**config.mk**
```make
export PLATFORM = sky130hd
export DESIGN_NAME = sram_port_arbiter_flat
export DESIGN_NICKNAME = d
export VERILOG_FILES = /design/src/rtl/sram_port_arbiter_if.sv /design/src/rtl/sram_port_arbiter.sv /design/src/flat_wrapper.sv
export SDC_FILE = /design/constraint.sdc
export NUM_CORES = 1
export LEC_CHECK = 0
export BUFFER_PORTS_ARGS = -buffer_cell sky130_fd_sc_hd__buf_4
export CORE_MARGIN = 10
export CORE_UTILIZATION = 39
export DETAILED_ROUTE_END_ITERATION = 7
export PLACE_DENSITY = 0.84
export SYNTH_ARGS = -nofsm -noshare
export SYNTH_HDL_FRONTEND = slang
export SYNTH_SLANG_ARGS = --single-unit
```
**constraint.sdc**
```tcl
create_clock -name clk -period 2.87 [get_ports clk]
set_input_delay 0.287 -clock clk [delete_from_list [all_inputs] [get_ports clk]]
set_output_delay 0.287 -clock clk [all_outputs]
set_load 0.05 [all_outputs]
```
**src/rtl/sram_port_arbiter_if.sv**
```systemverilog
// rtl/sram_port_arbiter_if.sv - requester and SRAM macro signal bundle for the SRAM port arbiter
interface sram_port_arbiter_if #(
  parameter int ADDR_W = 14,
  parameter int DATA_W = 32,
  parameter int LEN_W  = 4
);
  localparam int STRB_W = DATA_W / 8;

  // requester side, two lanes packed low = M0, high = M1
  logic [1:0]          m_valid;
  logic [1:0]          m_ready;
  logic [1:0]          m_write;
  logic [2*LEN_W-1:0]  m_len;
  logic [2*ADDR_W-1:0] m_addr;
  logic [2*DATA_W-1:0] m_wdata;
  logic [2*STRB_W-1:0] m_wstrb;
  logic [1:0]          m_rvalid;
  logic [DATA_W-1:0]   m_rdata;
  logic [1:0]          m_last;

  // SRAM macro side
  logic [ADDR_W-1:0]   sram_a;
  logic [DATA_W-1:0]   sram_di;
  logic [DATA_W-1:0]   sram_do;
  logic [STRB_W-1:0]   sram_web;
  logic                sram_cs;
  logic                sram_oe;

  modport slave (
    input  m_valid, m_write, m_len, m_addr, m_wdata, m_wstrb, sram_do,
    output m_ready, m_rvalid, m_rdata, m_last,
    output sram_a, sram_di, sram_web, sram_cs, sram_oe
  );

  modport master (
    output m_valid, m_write, m_len, m_addr, m_wdata, m_wstrb, sram_do,
    input  m_ready, m_rvalid, m_rdata, m_last,
    input  sram_a, sram_di, sram_web, sram_cs, sram_oe
  );
endinterface

```
**src/rtl/sram_port_arbiter.sv**
```systemverilog
// rtl/sram_port_arbiter.sv - two-requester round-robin arbiter with burst lock for a single-port SRAM
module sram_port_arbiter #(
  parameter int ADDR_W = 14,
  parameter int DATA_W = 32,
  parameter int LEN_W  = 4
) (
  input  logic              clk,
  input  logic              rst,
  sram_port_arbiter_if.slave bus
);
  localparam int STRB_W = DATA_W / 8;

  typedef enum logic {ST_IDLE, ST_BURST} state_t;

  state_t              state_q, state_d;
  logic                owner_q, owner_d;
  logic                rr_last_q, rr_last_d;
  logic [LEN_W-1:0]    len_q, len_d;
  logic [LEN_W-1:0]    beat_cnt_q, beat_cnt_d;
  logic [ADDR_W-1:0]   addr_q, addr_d;
  logic                rd_pend_q, rd_pend_d;
  logic                rd_id_q, rd_id_d;

  logic [1:0]          req;
  logic                win;
  logic                sel;
  logic                sel_write;
  logic [LEN_W-1:0]    sel_len;
  logic [ADDR_W-1:0]   sel_addr;
  logic [DATA_W-1:0]   sel_wdata;
  logic [STRB_W-1:0]   sel_wstrb;
  logic                fire;
  logic                last;

  // Requests are masked while reset is held so nothing is granted or driven to the macro.
  assign req = bus.m_valid & {2{rst}};

  // Tie-break: the requester that did not win last time takes the grant.
  always_comb begin
    win = 1'b0;
    if (req == 2'b11) begin
      win = ~rr_last_q;
    end else begin
      win = req[1];
    end
  end

  // During a burst the owner is the only lane looked at; in IDLE the fresh winner is.
  assign sel       = (state_q == ST_IDLE) ? win : owner_q;
  assign sel_write = sel ? bus.m_write[1] : bus.m_write[0];
  assign sel_len   = sel ? bus.m_len[2*LEN_W-1:LEN_W]    : bus.m_len[LEN_W-1:0];
  assign sel_addr  = sel ? bus.m_addr[2*ADDR_W-1:ADDR_W] : bus.m_addr[ADDR_W-1:0];
  assign sel_wdata = sel ? bus.m_wdata[2*DATA_W-1:DATA_W] : bus.m_wdata[DATA_W-1:0];
  assign sel_wstrb = sel ? bus.m_wstrb[2*STRB_W-1:STRB_W] : bus.m_wstrb[STRB_W-1:0];

  // Grant/burst FSM next state, handshake outputs and SRAM drive.
  always_comb begin
    state_d      = state_q;
    owner_d      = owner_q;
    rr_last_d    = rr_last_q;
    len_d        = len_q;
    beat_cnt_d   = beat_cnt_q;
    addr_d       = addr_q;
    rd_pend_d    = 1'b0;
    rd_id_d      = rd_id_q;
    fire         = 1'b0;
    last         = 1'b0;
    bus.m_ready  = 2'b00;
    bus.m_last   = 2'b00;
    bus.sram_cs  = 1'b0;
    bus.sram_web = '1;
    bus.sram_di  = '0;
    bus.sram_a   = addr_q;

    case (state_q)
      ST_IDLE: begin
        if (req != 2'b00) begin
          fire      = 1'b1;
          owner_d   = win;
          rr_last_d = win;
          len_d     = sel_len;
          if (sel_len == '0) begin
            last = 1'b1;
          end else begin
            state_d    = ST_BURST;
            beat_cnt_d = LEN_W'(1);
          end
        end
      end
      ST_BURST: begin
        // Owner keeps the lock across valid gaps; the other lane stays blocked.
        fire = req[owner_q];
        if (fire) begin
          if (beat_cnt_q == len_q) begin
            last       = 1'b1;
            state_d    = ST_IDLE;
            beat_cnt_d = '0;
          end else begin
            beat_cnt_d = beat_cnt_q + LEN_W'(1);
          end
        end
      end
      default: state_d = ST_IDLE;
    endcase

    if (fire || (state_q == ST_BURST && rst)) begin
      bus.m_ready[sel] = 1'b1;
    end
    if (fire && last) begin
      bus.m_last[sel] = 1'b1;
    end

    if (fire) begin
      bus.sram_cs = 1'b1;
      bus.sram_a  = sel_addr;
      addr_d      = sel_addr;
      if (sel_write) begin
        bus.sram_web = ~sel_wstrb;
        bus.sram_di  = sel_wdata;
      end else begin
        rd_pend_d = 1'b1;
        rd_id_d   = sel;
      end
    end
  end

  // Output enable covers the read access cycle and the data return cycle.
  assign bus.sram_oe  = (fire && !sel_write) || rd_pend_q;
  assign bus.m_rvalid = rd_pend_q ? (rd_id_q ? 2'b10 : 2'b01) : 2'b00;
  assign bus.m_rdata  = bus.sram_do;

  // State registers with asynchronous active-low reset.
  always_ff @(posedge clk or negedge rst) begin
    if (!rst) begin
      state_q    <= ST_IDLE;
      owner_q    <= 1'b0;
      rr_last_q  <= 1'b1;
      len_q      <= '0;
      beat_cnt_q <= '0;
      addr_q     <= '0;
      rd_pend_q  <= 1'b0;
      rd_id_q    <= 1'b0;
    end else begin
      state_q    <= state_d;
      owner_q    <= owner_d;
      rr_last_q  <= rr_last_d;
      len_q      <= len_d;
      beat_cnt_q <= beat_cnt_d;
      addr_q     <= addr_d;
      rd_pend_q  <= rd_pend_d;
      rd_id_q    <= rd_id_d;
    end
  end
endmodule
```
**src/flat_wrapper.sv**
```systemverilog
// flat-port wrapper written by rule: the top's interface ports become plain ports
module sram_port_arbiter_flat 
#(
  parameter int ADDR_W = 14,
  parameter int DATA_W = 32,
  parameter int LEN_W  = 4
)
  (clk, rst, bus_m_valid, bus_m_write, bus_m_len, bus_m_addr, bus_m_wdata, bus_m_wstrb, bus_sram_do, bus_m_ready, bus_m_rvalid, bus_m_rdata, bus_m_last, bus_sram_a, bus_sram_di, bus_sram_web, bus_sram_cs, bus_sram_oe);
  sram_port_arbiter_if #(.ADDR_W(ADDR_W), .DATA_W(DATA_W), .LEN_W(LEN_W)) bus_i ();
  input  logic clk;
  input  logic rst;
  input wire logic [$bits(bus_i.m_valid)-1:0] bus_m_valid;
  input wire logic [$bits(bus_i.m_write)-1:0] bus_m_write;
  input wire logic [$bits(bus_i.m_len)-1:0] bus_m_len;
  input wire logic [$bits(bus_i.m_addr)-1:0] bus_m_addr;
  input wire logic [$bits(bus_i.m_wdata)-1:0] bus_m_wdata;
  input wire logic [$bits(bus_i.m_wstrb)-1:0] bus_m_wstrb;
  input wire logic [$bits(bus_i.sram_do)-1:0] bus_sram_do;
  output wire logic [$bits(bus_i.m_ready)-1:0] bus_m_ready;
  output wire logic [$bits(bus_i.m_rvalid)-1:0] bus_m_rvalid;
  output wire logic [$bits(bus_i.m_rdata)-1:0] bus_m_rdata;
  output wire logic [$bits(bus_i.m_last)-1:0] bus_m_last;
  output wire logic [$bits(bus_i.sram_a)-1:0] bus_sram_a;
  output wire logic [$bits(bus_i.sram_di)-1:0] bus_sram_di;
  output wire logic [$bits(bus_i.sram_web)-1:0] bus_sram_web;
  output wire logic [$bits(bus_i.sram_cs)-1:0] bus_sram_cs;
  output wire logic [$bits(bus_i.sram_oe)-1:0] bus_sram_oe;
  assign bus_i.m_valid = bus_m_valid;
  assign bus_i.m_write = bus_m_write;
  assign bus_i.m_len = bus_m_len;
  assign bus_i.m_addr = bus_m_addr;
  assign bus_i.m_wdata = bus_m_wdata;
  assign bus_i.m_wstrb = bus_m_wstrb;
  assign bus_i.sram_do = bus_sram_do;
  assign bus_m_ready = bus_i.m_ready;
  assign bus_m_rvalid = bus_i.m_rvalid;
  assign bus_m_rdata = bus_i.m_rdata;
  assign bus_m_last = bus_i.m_last;
  assign bus_sram_a = bus_i.sram_a;
  assign bus_sram_di = bus_i.sram_di;
  assign bus_sram_web = bus_i.sram_web;
  assign bus_sram_cs = bus_i.sram_cs;
  assign bus_sram_oe = bus_i.sram_oe;
  sram_port_arbiter #(.ADDR_W(ADDR_W), .DATA_W(DATA_W), .LEN_W(LEN_W)) u_core (.clk(clk), .rst(rst), .bus(bus_i));
endmodule
```
# Word level (Yosys, flattened, before mapping)
# Cells that the tools add are included.
[op_classes] n_eq_ne=5 addsub=1 n_bitwise=5 mux=40 reduce_logical=12 n_lt_le_gt_ge=3
[ops] operator="2-to-1 mux 32 bit" count=3
[ops] operator="2-to-1 mux 4 bit" count=8
[ops] operator="2-to-1 mux 14 bit" count=2
[ops] operator="2-to-1 mux 1 bit" count=18
[ops] operator="2-to-1 mux 2 bit" count=4
[ops] operator="case mux 4 bit (2 select lines)" count=1
[ops] operator="!= test 2 bit (second input constant)" count=3
[ops] operator="case mux 1 bit (2 select lines)" count=3
[ops] operator="adder 4 x 1 -> 4 bit (second input constant)" count=1
[ops] operator="== test 4 bit" count=1
[ops] operator="logical AND 1 bit" count=4
[ops] operator="zero test 4 bit" count=1
[ops] operator="< comparator 1 x 2 -> 1 bit (second input constant)" count=2
[ops] operator="NOT 4 bit" count=1
[ops] operator="AND reduction 2 bit" count=2
[ops] operator="NOT 1 bit" count=3
[ops] operator="AND reduction 3 bit" count=1
[ops] operator="bitwise AND 2 bit" count=1
[ops] operator="== test 2 bit (second input constant)" count=1
[ops] operator="logical OR 1 bit" count=2
[ops] operator="nonzero test 2 bit" count=1
[ops] operator="demux 1 bit (select 1 bit)" count=1
[ops] operator=">= comparator 1 bit (second input constant)" count=1
[ops] operator="zero test 1 bit" count=1
[word_totals] ff_bits=27 output_inout_bits=90

# Longest topological paths before layout
# Gate-level depths: netlist (run 1).
[logic_depth] word_depth=11 depth_mapped=8 depth_no_buf=5

# Worst setup path before layout (run 1)
# No wires, ideal clock.
[synth_path] kind="register to output" start="reg u_core.owner_q" end="out bus_sram_a[10]" stages_incl_launch_ff=6 arrival_ns=2.219 slack_ns=0.364 cell_sequence="dfrtp_1 > mux2i_1 > a21o_2 > inv_6 > clkbuf_1 > a31oi_1"
[synth_via] elab_chain_cells=4
[synth_rtl] element="start, declared" line_no="sram_port_arbiter.sv:16" source="logic owner_q, owner_d;"
[synth_rtl] element="start signal, assigned" line_no="sram_port_arbiter.sv:145" source="owner_q <= owner_d;"
[synth_rtl] element="2-to-1 mux 1 bit (not written as such) (2 in series)" line_no="sram_port_arbiter.sv:92" source="fire = req[owner_q];"
[synth_rtl] element="case mux 1 bit (2 select lines)" line_no="sram_port_arbiter.sv:75" source="case (state_q)"
[synth_rtl] element="2-to-1 mux 14 bit *"
[synth_rtl] element="end, declared" line_no="flat_wrapper.sv:23" source="output wire logic [$bits(bus_i.sram_a)-1:0] bus_sram_a;"
# Mark *: on every way between the ends. The rest lies on a longest branch, timed or not. The select of a mux whose other input is x is not followed.

# Worst setup path after layout (run 1)
[layout_path] start="reg u_core.state_q" end="out bus_sram_a[12]"
[layout_via] elab_chain_cells=3
[layout_rtl] element="start, declared" line_no="sram_port_arbiter.sv:15" source="state_t state_q, state_d;"
[layout_rtl] element="start signal, assigned" line_no="sram_port_arbiter.sv:144" source="state_q <= state_d;"
[layout_rtl] element="NOT 1 bit (no line) / 2-to-1 mux 1 bit (equally long branches)"
[layout_rtl] element="case mux 1 bit (2 select lines) / 2-to-1 mux 14 bit (equally long branches)" line_no="sram_port_arbiter.sv:75, sram_port_arbiter.sv:52"
[layout_rtl] element="2-to-1 mux 14 bit *"
# Mark *: on every way between the ends. The rest lies on a longest branch, timed or not.

==> results of run 1 <==
==> cell families (layout without fill, tap and decap cells) <==
kind of cell | count (synthesis) | in the layout | share of synthesized area
AOI/OAI and AO/OA | 78 | 78 | 0.2073
DFF | 27 | 27 | 0.2876
and+or+nand+nor | 156 | 156 | 0.3057
buffers and inverters | 65 | 185 | 0.1749
xor gates and xnor gates | 4 | 4 | 0.01488
adders and majority gates | 1 | 1 | 0.005315
muxes | 1 | 1 | 0.004253
==> cells in the final DEF (no fill, tap or decap), types with 3 or more instances in the layout <==
cell and count:
a21o_1 4, a21oi_1 38, a31oi_1 18, buf_4 177
clkbuf_8 3, dfrtp_1 26, nand2_1 47, nand3_1 75
nor2_1 20, nor4_1 3, o21ai_0 3, xor2_1 4
==> per-layer routing <==
layer / global-route usage / share of wire / vias to the layer above
met5: 0 / 0 / -
met1: 0.2098 / 0.37 / 1370
met3: 0.07824 / 0.11 / 9
met2: 0.3357 / 0.51 / 158
met4: 0.04586 / 0.012 / 0
li1: - / - / 1382
==> report_power, final <==
part	leakage (uW)	internal, uW	switching (uW)
combinational	0.00128	774	1700
clock	0.0000261	102	135
sequential	0.000301	565	130
total	0.00161	1440	1970
==> through the flow <==
stage	worst slack [ns]	instances	total power, uW	area (sq um)
after global placement	0.5741	521	3116	3390
after floorplan	0.3642	332	2587	2354
after detailed placement	0.4212	521	3173	3390
after CTS	0.1137	527	3423	3460
final	0.1946	527	3410	3462
after global routing	0.05845	527	3626	3462
==> how the worst min path moves through the flow <==
stage | end | from | depth (start not counted)
after CTS | u_core.addr_q[12]$_DFF_PN0_ | rst | 2
after global routing | u_core.rd_id_q$_DFFE_PN0P_ | rst | 2
after floorplan | u_core.addr_q[0]$_DFF_PN0_ | rst | 0
final | u_core.rd_id_q$_DFFE_PN0P_ | rst | 2
after global placement | u_core.len_q[0]$_DFFE_PN0P_ | rst | 1
after detailed placement | u_core.len_q[0]$_DFFE_PN0P_ | rst | 1
==> cells in the mapped netlist, types with 2 or more instances <==
cell      instances  share of area
nor2b_1           3         0.0080
xor2_1            4          0.015
a22o_1            2         0.0074
a21oi_1          38          0.081
nand2_1          47          0.075
dfrtp_1          26           0.28
a31oi_1          18          0.048
a21o_1            4          0.013
nor4_1            3         0.0080
buf_2             7          0.015
buf_6             3          0.014
and2_1            2         0.0053
o21ai_0           3         0.0064
nand3_1          75           0.16
buf_4            35           0.11
and3_1            2         0.0053
nor2_1           20          0.032
clkbuf_1         17          0.027
a32o_1            3          0.013
==> critical path: stages (launching register included) <==
cell     delay [ns]
dfrtp_1        0.56
nor2b_2        0.16
a32oi_4        0.26
buf_4          0.45
nand2_1        0.11
a31oi_1        0.28
buf_4          0.26
==> registers in the layout, indices dropped and copies added (netlist names) <==
register and cells:
u_core.state_q 1, u_core.addr_q 14, u_core.len_q 4, u_core.beat_cnt_q 4, u_core.rd_id_q 1, u_core.rr_last_q 1
u_core.owner_q 1, u_core.rd_pend_q 1
==> area by class of cell <==
class	instances	area [sq um]
fillers	558	2424
repair buffers	179	1349
multi-input cells	240	1280
flip-flops and latches	27	676.9
well taps	75	93.84
clock buffers	3	41.29
inverters	2	12.51
clock inverters	1	8.758
==> timing repair <==
item | 4_1_cts | 5_1_grt
endpoints found under the hold margin | 7 | 0
gates resized for setup | 0 | 1
setup endpoints to repair | 0 | 7
hold buffers | 2 | 0
setup buffers | 0 | 0
==> impl_metrics.env, run 1 <==
export IMPL_die_height_um=97.68
export IMPL_die_area_sq_um=9541
export IMPL_gp_congestion=0.8934
export IMPL_core_area_sq_um=5886
export IMPL_dp_hpwl_mm=7.927
export IMPL_postLayoutCoreUtil=0.5882
export IMPL_overflow=0
export IMPL_numCtsBuffers=3
export IMPL_clock_path_buffers=2
export IMPL_fin_crit_ns=2.675
export IMPL_startpoint="u_core.state_q$_DFF_PN0_"
export IMPL_rrSetupSlack_ns=0.86
export IMPL_r2r_cells=5
export IMPL_routed_wl_mm=10.06
export IMPL_routedWlPerCell_um=19.10
export IMPL_worstMarginPinSlew_ns=0.6468
export IMPL_holdWs_ns=0.01405
export IMPL_cp_end_kind="output pin"
export IMPL_cp_max_fo=48
export IMPL_syn_area_sq_um=2354
export IMPL_drive_above_1_share=0.4159
export IMPL_drc=0
export IMPL_critPathKind="reg2out"
export IMPL_antennaDiodeCount=0
export IMPL_period_share=0.9322
export IMPL_start_kind="flop"
export IMPL_ys_flop_type="dfrtp_1"
export IMPL_grt_pass1_wl_mm=15.49
export IMPL_ios=236
export IMPL_skew_ns=0.01534
export IMPL_synth_cell_types=39
export IMPL_grt_max_degree=49
export IMPL_fmax_mhz=373.8
export IMPL_worst_endpoint_arrival_ns=2.39
export IMPL_area_growth_pct=47.10
export IMPL_hold_violations=0
export IMPL_viasPerCell=5.539
export IMPL_yosysSeqAreaShare=0.2876
export IMPL_ir_drop_mv=0.6296
export IMPL_synth_avg_cell_area_sq_um=7.089
export IMPL_grt_pass1_vias=2919
export IMPL_synth_seq_cells=27
export IMPL_status="complete, no violations"
export IMPL_cts_sinks=27
export IMPL_fin_nets=600
export IMPL_ys_async_sr_fraction=1.000
export IMPL_synth_edf_count=0
export IMPL_drt_pass1_iter_count=5
export IMPL_hold_path_class="in2async"
export IMPL_ys_warn_count=0
export IMPL_maxCapViolations=0
export IMPL_rsz0062_at_grt="no"
export IMPL_slew_headroom=0.5632
export IMPL_synth_net_count=479
export IMPL_cts_tree="done"
export IMPL_ant_nets=0
export IMPL_cts_root_buf="clkbuf_8"
export IMPL_maxSlewViolCount=0
export IMPL_setup_tns_ns=0
export IMPL_drt_first_iter_violations=165
export IMPL_h_tree_depth=1
export IMPL_crit_required_ns=2.58
export IMPL_initial_core_util=0.3999
export IMPL_r2r_start="u_core.owner_q$_DFFE_PN0P_"
export IMPL_rows=28
export IMPL_r2r_end="u_core.beat_cnt_q[2]$_DFFE_PN0P_"
export IMPL_p_per_area_nw_per_um2=985.1
export IMPL_antenna_found_initial=0
export IMPL_grtUsageTotal=0.1918
export IMPL_clk_pin_slew_ns=0.11
export IMPL_power_leakage_uw=0.001607
export IMPL_setup_viol=0
export IMPL_clkLatencyLatePin_ns=0.29
export IMPL_dieWidth_um=97.68
export IMPL_syn_instance_count=332
export IMPL_portBuffers=171
export IMPL_vias=2919
export IMPL_crit_end="bus_sram_a[12]"
No activity file was read; power rests on OpenSTA's default activity.
==> inputs of run 2 (changes only) <==
Settings changed: PLACE_DENSITY 0.84 to 0.9.
==> run 2 against run 1 <==
Net effect: non-clock buffer count decreased by 2; critical path depth unchanged; sequential power hardly changed; maximum frequency fell by 0.47%; combinational power about the same; register-to-register slack improved by 0.02 ns; clock skew shrank 0.0026 ns; critical path type unchanged; largest power group unchanged.
==> impl_metrics.env, run 2 (synthesized netlist as in run 1, its figures left out) <==
export IMPL_layout_common_cells="buf_4, nand3_1, nand2_1"
export IMPL_rsz0062_at_grt="no"
export IMPL_fin_nets=598
export IMPL_critPathMaxStageDelay_ns=0.50
export IMPL_vias=2886
export IMPL_drt_pass1_iter_count=4
export IMPL_worst_endpoint_arrival_ns=2.40
export IMPL_period_share=0.9366
export IMPL_clkLatencyLatePin_ns=0.28
export IMPL_slew_headroom=0.5786
export IMPL_core_area_sq_um=5886
export IMPL_setup_viol=0
export IMPL_post_cts_resized=0
export IMPL_dieWidth_um=97.68
export IMPL_clk_pin_slew_ns=0.11
export IMPL_multi_input_area_sq_um=1277
export IMPL_r2r_cells=5
export IMPL_start_kind="flop"
export IMPL_clock_path_buffers=2
export IMPL_ff_latch_area_sq_um=676.9
export IMPL_status="complete, no violations"
export IMPL_drt_first_iter_violations=186
export IMPL_drive_above_1_share=0.4133
export IMPL_cp_max_fo=58
export IMPL_cts_sinks=27
export IMPL_worstMarginPinSlew_ns=0.6263
export IMPL_critPathKind="reg2out"
export IMPL_skew_ns=0.01276
export IMPL_die_height_um=97.68
export IMPL_hold_path_class="in2async"
export IMPL_routed_wl_mm=9.743
export IMPL_hold_violations=0
export IMPL_largest_reg_flops=14
export IMPL_cts_root_buf="clkbuf_8"
export IMPL_overflow=0
export IMPL_ir_drop_mv=0.6609
export IMPL_grt_pass1_vias=2962
export IMPL_grt_pass1_wl_mm=15.67
export IMPL_setup_tns_ns=0
export IMPL_viasPerCell=5.497
export IMPL_area_growth_pct=46.78
export IMPL_power_leakage_uw=0.001601
export IMPL_maxSlewViolCount=0
export IMPL_path_cells="nor2b_1 -> a32o_2 -> buf_12 -> nand2_1 -> a31oi_1 -> buf_4"
export IMPL_drc=0
export IMPL_initial_core_util=0.3999
export IMPL_ant_nets=0
export IMPL_p_per_area_nw_per_um2=987.8
export IMPL_antenna_found_initial=0
export IMPL_portBuffers=171
export IMPL_die_area_sq_um=9541
export IMPL_h_tree_depth=1
export IMPL_top_register="u_core.addr_q"
export IMPL_setup_ws_ns=0.1818
export IMPL_fmax_mhz=372.0
export IMPL_rrSetupSlack_ns=0.88
export IMPL_fin_crit_ns=2.688
export IMPL_mostFrequentLayoutCell="buf_4"
export IMPL_post_cts_buffers=0
export IMPL_numCtsBuffers=3
export IMPL_rows=28
export IMPL_grt_max_degree=59
export IMPL_r2r_end="u_core.state_q$_DFF_PN0_"
export IMPL_cts_tree="done"
export IMPL_grtUsageTotal=0.1939
export IMPL_antennaDiodeCount=0
export IMPL_maxCapViolations=0
export IMPL_routedWlPerCell_um=18.56
export IMPL_crit_required_ns=2.58
export IMPL_postCtsHoldBufs=1
export IMPL_gp_congestion=0.8230
export IMPL_biggestRegsByFlops="u_core.addr_q: 14 flops, u_core.beat_cnt_q: 4 flops, u_core.len_q: 4 flops"
export IMPL_preCtsSetupSlack_ns=0.4941
export IMPL_fill_cells=527
export IMPL_ios=236
export IMPL_r2r_start="u_core.state_q$_DFF_PN0_"
export IMPL_cp_end_kind="output pin"
export IMPL_critPathSlowestCell="dfrtp_1"
export IMPL_dp_hpwl_mm=7.745
-- run 2: area by class of cell --
class / count / area share
clock buffers: 3 / 0.01195
clock inverters: 1 / 0.002535
inverters: 2 / 0.003622
multi-input cells: 240 / 0.3698
flip-flops and latches: 27 / 0.1959
well taps: 75 / 0.02716
repair buffers: 177 / 0.3890
-- run 2: worst max-delay path by stage --
| stage | start | endpoint | slack, ns | cells after the start |
|---|---|---|---|---|
| floorplan | u_core.owner_q$_DFFE_PN0P_ | bus_sram_a[10] | 0.36 | 5 |
| global placement | u_core.state_q$_DFF_PN0_ | bus_sram_di[14] | 0.62 | 6 |
| detailed placement | u_core.state_q$_DFF_PN0_ | bus_sram_a[12] | 0.49 | 6 |
| CTS | u_core.state_q$_DFF_PN0_ | bus_sram_a[12] | 0.19 | 6 |
| global route | u_core.state_q$_DFF_PN0_ | bus_sram_a[3] | 0.02 | 6 |
| finish | u_core.state_q$_DFF_PN0_ | bus_sram_a[12] | 0.18 | 6 |
-- run 2: per-layer routing --
layer,global-route usage,up-vias,share of wire
met1,0.2081,1338,0.36
met4,0.05817,0,0.015
met2,0.3408,157,0.52
li1,-,1381,-
met3,0.07610,10,0.10
met5,0,-,0
-- run 2: per-stage QoR --
stage                     std cells  area [sq um]  hold slack [ns]    util  total power, uW
after CTS                       525          3455          0.03165  0.5869             3435
after global placement          520          3395           0.1054  0.5767             3115
after detailed placement        520          3395           0.1080  0.5767             3188
after floorplan                 332          2354        -0.008591       -             2587
final                           525          3455          0.02300  0.5869             3412
after global routing            525          3455          0.06030  0.5869             3650
-- run 2: power by group --
part / internal, uW / total (uW) / leakage [uW] / switching (uW)
combinational: 787 / 2480 / 0.00127 / 1700
clock: 102 / 233 / 0.0000261 / 131
sequential: 565 / 697 / 0.000301 / 131
-- run 2: worst max-delay path, delay by kind of cell, from the launching register on --
kind | cells | cell delay (ns)
simple gates | 2 | 0.57
compound gates | 2 | 0.53
buf+inv | 2 | 0.49
flops | 1 | 0.50
